==> src/rtl/rdyacpt_tx.sv <==
`default_nettype none
// ============================================================================
// Module      : rdyacpt_tx
// Description : rdy/acpt source that buffers strobed words and presents them.
// Revision    : 1.0 - initial release
// ============================================================================
module rdyacpt_tx #(
  parameter int WIDTH   = 8,
  parameter int DEPTH   = 4,
  parameter int TIMEOUT = 16
) (
  input  logic                     clk,
  input  logic                     reset,
  input  logic                     wr_en,
  input  logic [WIDTH-1:0]         wr_data,
  output logic                     full,
  output logic [$clog2(DEPTH):0]   level,
  output logic                     rdy,
  output logic [WIDTH-1:0]         data,
  input  logic                     acpt,
  output logic                     ovf_err,
  output logic                     stall_err
);

  localparam int c_ptr_w = $clog2(DEPTH);
  localparam int c_lvl_w = c_ptr_w + 1;
  localparam int c_cnt_w = $clog2(TIMEOUT) + 1;
  localparam logic [c_lvl_w-1:0] c_full_lvl = c_lvl_w'(DEPTH);
  localparam logic [c_lvl_w-1:0] c_lvl_one  = c_lvl_w'(1);
  localparam logic [c_ptr_w-1:0] c_ptr_one  = c_ptr_w'(1);
  localparam logic [c_cnt_w-1:0] c_timeout  = c_cnt_w'(TIMEOUT);
  localparam logic [c_cnt_w-1:0] c_cnt_one  = c_cnt_w'(1);

  logic [WIDTH-1:0]   r_mem [DEPTH];
  logic [c_ptr_w-1:0] r_rd_ptr;
  logic [c_ptr_w-1:0] r_wr_ptr;
  logic [c_lvl_w-1:0] r_level;
  logic               r_rdy;
  logic [WIDTH-1:0]   r_data;
  logic [c_cnt_w-1:0] r_stall_cnt;
  logic               r_ovf_err;
  logic               r_stall_err;

  logic               w_full;
  logic               w_wr_acc;
  logic               w_xfer;
  logic [c_ptr_w-1:0] w_rd_ptr_inc;
  logic [c_lvl_w-1:0] w_level_nxt;
  logic [c_cnt_w-1:0] w_stall_cnt_nxt;

  assign w_full       = (r_level == c_full_lvl);
  assign w_wr_acc     = wr_en & ~w_full;
  assign w_xfer       = r_rdy & acpt;
  assign w_rd_ptr_inc = r_rd_ptr + c_ptr_one;

  always_comb begin
    w_level_nxt = r_level;
    if (w_wr_acc && !w_xfer) begin
      w_level_nxt = r_level + c_lvl_one;
    end else if (!w_wr_acc && w_xfer) begin
      w_level_nxt = r_level - c_lvl_one;
    end
  end

  always_comb begin
    w_stall_cnt_nxt = r_stall_cnt;
    if (!r_rdy || w_xfer) begin
      w_stall_cnt_nxt = '0;
    end else if (r_stall_cnt != c_timeout) begin
      w_stall_cnt_nxt = r_stall_cnt + c_cnt_one;
    end
  end

  // Storage array needs no reset: level gates which entries are meaningful.
  always_ff @(posedge clk) begin
    if (w_wr_acc) begin
      r_mem[r_wr_ptr] <= wr_data;
    end
  end

  always_ff @(posedge clk or posedge reset) begin
    if (reset) begin
      r_rd_ptr <= '0;
      r_wr_ptr <= '0;
      r_level  <= '0;
      r_rdy    <= 1'b0;
    end else begin
      if (w_wr_acc) begin
        r_wr_ptr <= r_wr_ptr + c_ptr_one;
      end
      if (w_xfer) begin
        r_rd_ptr <= w_rd_ptr_inc;
      end
      r_level <= w_level_nxt;
      r_rdy   <= (w_level_nxt != '0);
    end
  end

  // Presented word is its own register so it holds its last value when idle.
  always_ff @(posedge clk or posedge reset) begin
    if (reset) begin
      r_data <= '0;
    end else if (w_xfer) begin
      if (r_level > c_lvl_one) begin
        r_data <= r_mem[w_rd_ptr_inc];
      end else if (w_wr_acc) begin
        r_data <= wr_data;
      end
    end else if (w_wr_acc && (r_level == '0)) begin
      r_data <= wr_data;
    end
  end

  always_ff @(posedge clk or posedge reset) begin
    if (reset) begin
      r_stall_cnt <= '0;
      r_ovf_err   <= 1'b0;
      r_stall_err <= 1'b0;
    end else begin
      r_stall_cnt <= w_stall_cnt_nxt;
      if (wr_en && w_full) begin
        r_ovf_err <= 1'b1;
      end
      if (w_stall_cnt_nxt == c_timeout) begin
        r_stall_err <= 1'b1;
      end
    end
  end

  assign full      = w_full;
  assign level     = r_level;
  assign rdy       = r_rdy;
  assign data      = r_data;
  assign ovf_err   = r_ovf_err;
  assign stall_err = r_stall_err;

endmodule
`default_nettype wire

==> config.mk <==
export PLATFORM = sky130hd
export DESIGN_NAME = rdyacpt_tx
export DESIGN_NICKNAME = d
export VERILOG_FILES = /design/src/rtl/rdyacpt_tx.sv
export SDC_FILE = /design/constraint.sdc
export NUM_CORES = 1
export LEC_CHECK = 0
export BUFFER_PORTS_ARGS = -buffer_cell sky130_fd_sc_hd__buf_4
export CAP_MARGIN = 10
export CORE_MARGIN = 5
export CORE_UTILIZATION = 33
export CTS_CLUSTER_SIZE = 28
export DETAILED_ROUTE_END_ITERATION = 8
export HOLD_SLACK_MARGIN = 0.15
export PLACE_DENSITY = 0.61
export SLEW_MARGIN = 20
export SYNTH_ARGS = -nofsm -noshare
export SYNTH_HDL_FRONTEND = slang
export SYNTH_SLANG_ARGS = --single-unit
==> constraint.sdc <==
create_clock -name clk -period 2 [get_ports clk]
set_input_delay 0.2 -clock clk [delete_from_list [all_inputs] [get_ports clk]]
set_output_delay 0.2 -clock clk [all_outputs]
set_load 0.01 [all_outputs]
==> reports/summary.json <==
{
  "global_route": {
    "grt.met1_usage": 0.130,
    "global_route.usage.met3": 0.0211,
    "grt_start_max_net_pins": 24,
    "groute.layer.met2.usage": 0.170,
    "gr-total-overflow": 0,
    "wire_length_of_the_first_global_routing_pass_um": 6900,
    "antenna_found_initial": 0,
    "global_route.peak_usage_layer": "met2",
    "grt_pass1_vias": 1416,
    "grt_util_all_layers": 0.101
  },
  "worst_hold_path": {
    "min_path_type": "primary input to register"
  },
  "worst_setup_path": {
    "worstPathArrival_ns": 2.03,
    "crit_fanout": 8,
    "cp_data_required_time_ns": 2.19,
    "timing.rr.start": "level[0]$_DFF_PP0_",
    "cp-end-kind": "register",
    "worst-r2r-cell-count": 6,
    "timing.setup.critical_path_class": "register to register",
    "rr_endpoint": "data[7]$_DFFE_PP0P_",
    "worst_setup_path_start_kind": "register",
    "slack_of_the_worst_reg_to_reg_path_ns": 0.16,
    "crit_path_start": "level[0]$_DFF_PP0_",
    "endpoint": "data[7]$_DFFE_PP0P_"
  },
  "job": {
    "maxCapViolations": 0
  },
  "timing": {
    "final.setup_skew_ns": 0.00899,
    "max_freq_ghz": 0.544,
    "fin_crit_sh": 0.918,
    "worst-slew-pin-transition_ns": 0.471,
    "slew_headroom": 0.686,
    "final-hold-violation-count": 0,
    "layout_setup_ws_ns": 0.163,
    "period_minus_slack_ns": 1.84,
    "grt_setup_unrepaired": "false",
    "finalSetupViolations": 0,
    "count_of_pins_over_their_slew_limit": 0
  },
  "power_and_ir_drop": {
    "power_density_nw_per_um2": 1310,
    "p_leak_uw": 0.00121,
    "peak_supply_drop_v": 0.000389
  },
  "cts": {
    "clock_path_buffers": 2,
    "clock_tree.root_cell": "clkbuf_8",
    "worstSkewPairLatency_ns": 0.31,
    "clock_tree_from_tritoncts": "done",
    "cts_inserted_buffers": 5,
    "cts_htree_levels": 2,
    "postCtsSetupBuffers": 0,
    "clock-sinks": 55,
    "path_clk_slew_ns": 0.10
  },
  "yosys": {
    "synth.mux.area_fraction": 0.163,
    "synth_fa_ha_area_frac": 0.0551,
    "synth_compound_area_frac": 0.0337,
    "parity_gate_share_of_the_synthesized_area_counting_xor_and_xnor_cells": 0.0321,
    "cell_area_synth_um2": 2450,
    "ys_seq_elements": 55,
    "synth_fp_nets": 176,
    "synth_simple_gate_area_frac": 0.0627,
    "ys.warnings.count": 0,
    "synth_area_per_cell_um2": 15.9,
    "synth-seq-area-share": 0.626,
    "postSynthCellCount": 154,
    "dominant_combinational_cell_family_by_area_after_synthesis": "multiplexers",
    "yosys.cell_types.count": 34
  },
  "placement": {
    "dp_hpwl_um": 3040,
    "portBuffers": 26,
    "place.detailed.instances": 287,
    "gp_routability_congestion": 0.684,
    "pre_cts_ws_ns": -0.0224
  },
  "routing": {
    "detailedRoute.firstPassIterationCount": 4,
    "route.detailed.drc": 0,
    "avgRoutedWirePerCell_um": 14.2,
    "detailedRoute.firstIterationViolations": 49,
    "drt_wl_total_um": 4320,
    "dr_total_vias": 1344,
    "detail-route-antenna-nets": 0,
    "routed_via_density": 4.41
  },
  "floorplanning": {
    "die_w_um": 96.2,
    "die_area_um2": 9260,
    "floorplan.rows": 31,
    "floorplan.die.height_um": 96.2,
    "fp.coreArea_um2": 7250,
    "initial_utilization": 0.338,
    "io_pins": 27
  },
  "cells_and_area": {
    "antenna-diode-count": 0,
    "nNetsFinal": 227,
    "final-instance-count-excl-fill": 305,
    "synthToLayoutAreaGrowth_pct": 23.4,
    "layout.cells.most_common_list": "buf_4 (39), edfxtp_1 (32), dfrtp_1 (23), ha_1 (10), dlygate4sd3_1 (10)",
    "layout.filler_cells": 679,
    "post_route_cells_drive_above_1_share": 0.359,
    "layout.cells.most_common": "buf_4",
    "final_core_util": 0.417
  },
  "run_status": {
    "outcome": "completed"
  }
}
[worst min path at each step]
stage                          endpoint  start  slack [ns]  cells after the start
2_1_floorplan       data[0]$_DFFE_PP0P_  reset        0.20                      1
3_3_place_gp        data[7]$_DFFE_PP0P_  reset        0.28                      3
3_5_place_dp        data[1]$_DFFE_PP0P_  reset        0.28                      3
4_1_cts        r_stall_cnt[1]$_DFF_PP0_   acpt        0.27                      3
5_1_grt        r_stall_cnt[1]$_DFF_PP0_   acpt        0.30                      3
6_report       r_stall_cnt[1]$_DFF_PP0_   acpt        0.28                      3
[cells by family after synthesis]
family                     Yosys count
buffers and inverters               13
AOI/OAI and AO/OA                   12
adders and majority gates           11
and+or+nand+nor                     29
muxes                               25
DFF                                 55
xor gates and xnor gates             9
[per-layer routing]
metal  share of wire  wire, µm  vias up
li1                -         -      658
met1            0.46      1980      665
met2            0.50      2140       16
met3           0.028       122        5
met4           0.018        77        0
met5               0         0        -
[area by class of cell]
| cell class | instances | area [µm²] | share of cell area |
|---|---|---|---|
| sequential | 55 | 1540 | 0.507 |
| clock inverter | 3 | 23.8 | 0.00785 |
| timing repair buffer | 49 | 393 | 0.130 |
| clock buffer | 5 | 68.8 | 0.0227 |
| tap | 99 | 124 | 0.0409 |
| inverter | 8 | 30.0 | 0.00992 |
| multi-input combinational | 86 | 852 | 0.281 |
[per-stage QoR]
step	area (µm²)	total power (µW)	setup TNS (ns)	hold slack [ns]
after CTS	3030	4030	0	0.268
after detailed placement	2830	3400	-0.145	0.279
after floorplan	2450	2780	0	0.202
after global routing	3030	4240	0	0.303
final	3030	3960	0	0.280
after global placement	2830	3360	0	0.278
[where the power goes]
group	total, µW	switching, µW	internal [µW]	leakage, µW
clock network	617	364	253	0.0000461
logic	1610	677	933	0.000598
registers	1730	200	1530	0.000571
total	3960	1240	2720	0.00121
[state kept, by name (all words and copies together) (netlist names)]
| register | count |
|---|---|
| r_mem | 32 |
| data | 8 |
| r_stall_cnt | 5 |
| level | 3 |
| r_rd_ptr | 2 |
| r_wr_ptr | 2 |
| ovf_err | 1 |
| rdy | 1 |
| stall_err | 1 |
[cell usage after synthesis]
cell | instances | area share
mux2_4 | 8 | 0.049
a21oi_1 | 2 | 0.0041
nand2b_1 | 2 | 0.0051
nand4bb_1 | 1 | 0.0046
o22ai_1 | 1 | 0.0026
xnor2_1 | 7 | 0.025
and3_1 | 1 | 0.0026
mux2_2 | 8 | 0.037
o311ai_0 | 1 | 0.0036
xor2_1 | 2 | 0.0071
a2bb2oi_1 | 1 | 0.0036
a21o_1 | 1 | 0.0031
nand2_1 | 4 | 0.0061
nor2_1 | 7 | 0.011
o21a_1 | 1 | 0.0031
buf_6 | 2 | 0.0092
mux4_2 | 8 | 0.073
mux2i_1 | 1 | 0.0041
a21boi_0 | 1 | 0.0031
and2_4 | 1 | 0.0036
buf_2 | 2 | 0.0041
o21ai_0 | 1 | 0.0020
nand3_1 | 2 | 0.0041
ha_1 | 10 | 0.051
inv_1 | 8 | 0.012
maj3_1 | 1 | 0.0041
or3_1 | 1 | 0.0026
dfrtp_1 | 23 | 0.23
edfxtp_1 | 32 | 0.39
clkbuf_1 | 1 | 0.0015
nor3_1 | 4 | 0.0082
and2_1 | 6 | 0.015
a21boi_2 | 1 | 0.0046
o21ai_1 | 2 | 0.0041
[timing repair]
action / in CTS / in global routing
hold endpoints to repair: 56 / 0
hold buffers: 10 / 0
setup endpoints to repair: 8 / 0
gates resized for setup: 1 / 0
[critical path: stages (launching register included)]
cell and delay, ns:
dfrtp_1 0.35, inv_1 0.05, ha_1 0.22, a21boi_2 0.16, o21a_2 0.35, mux2_4 0.33, mux2_2 0.26
Note: power is estimated with default switching activity, not from simulation.
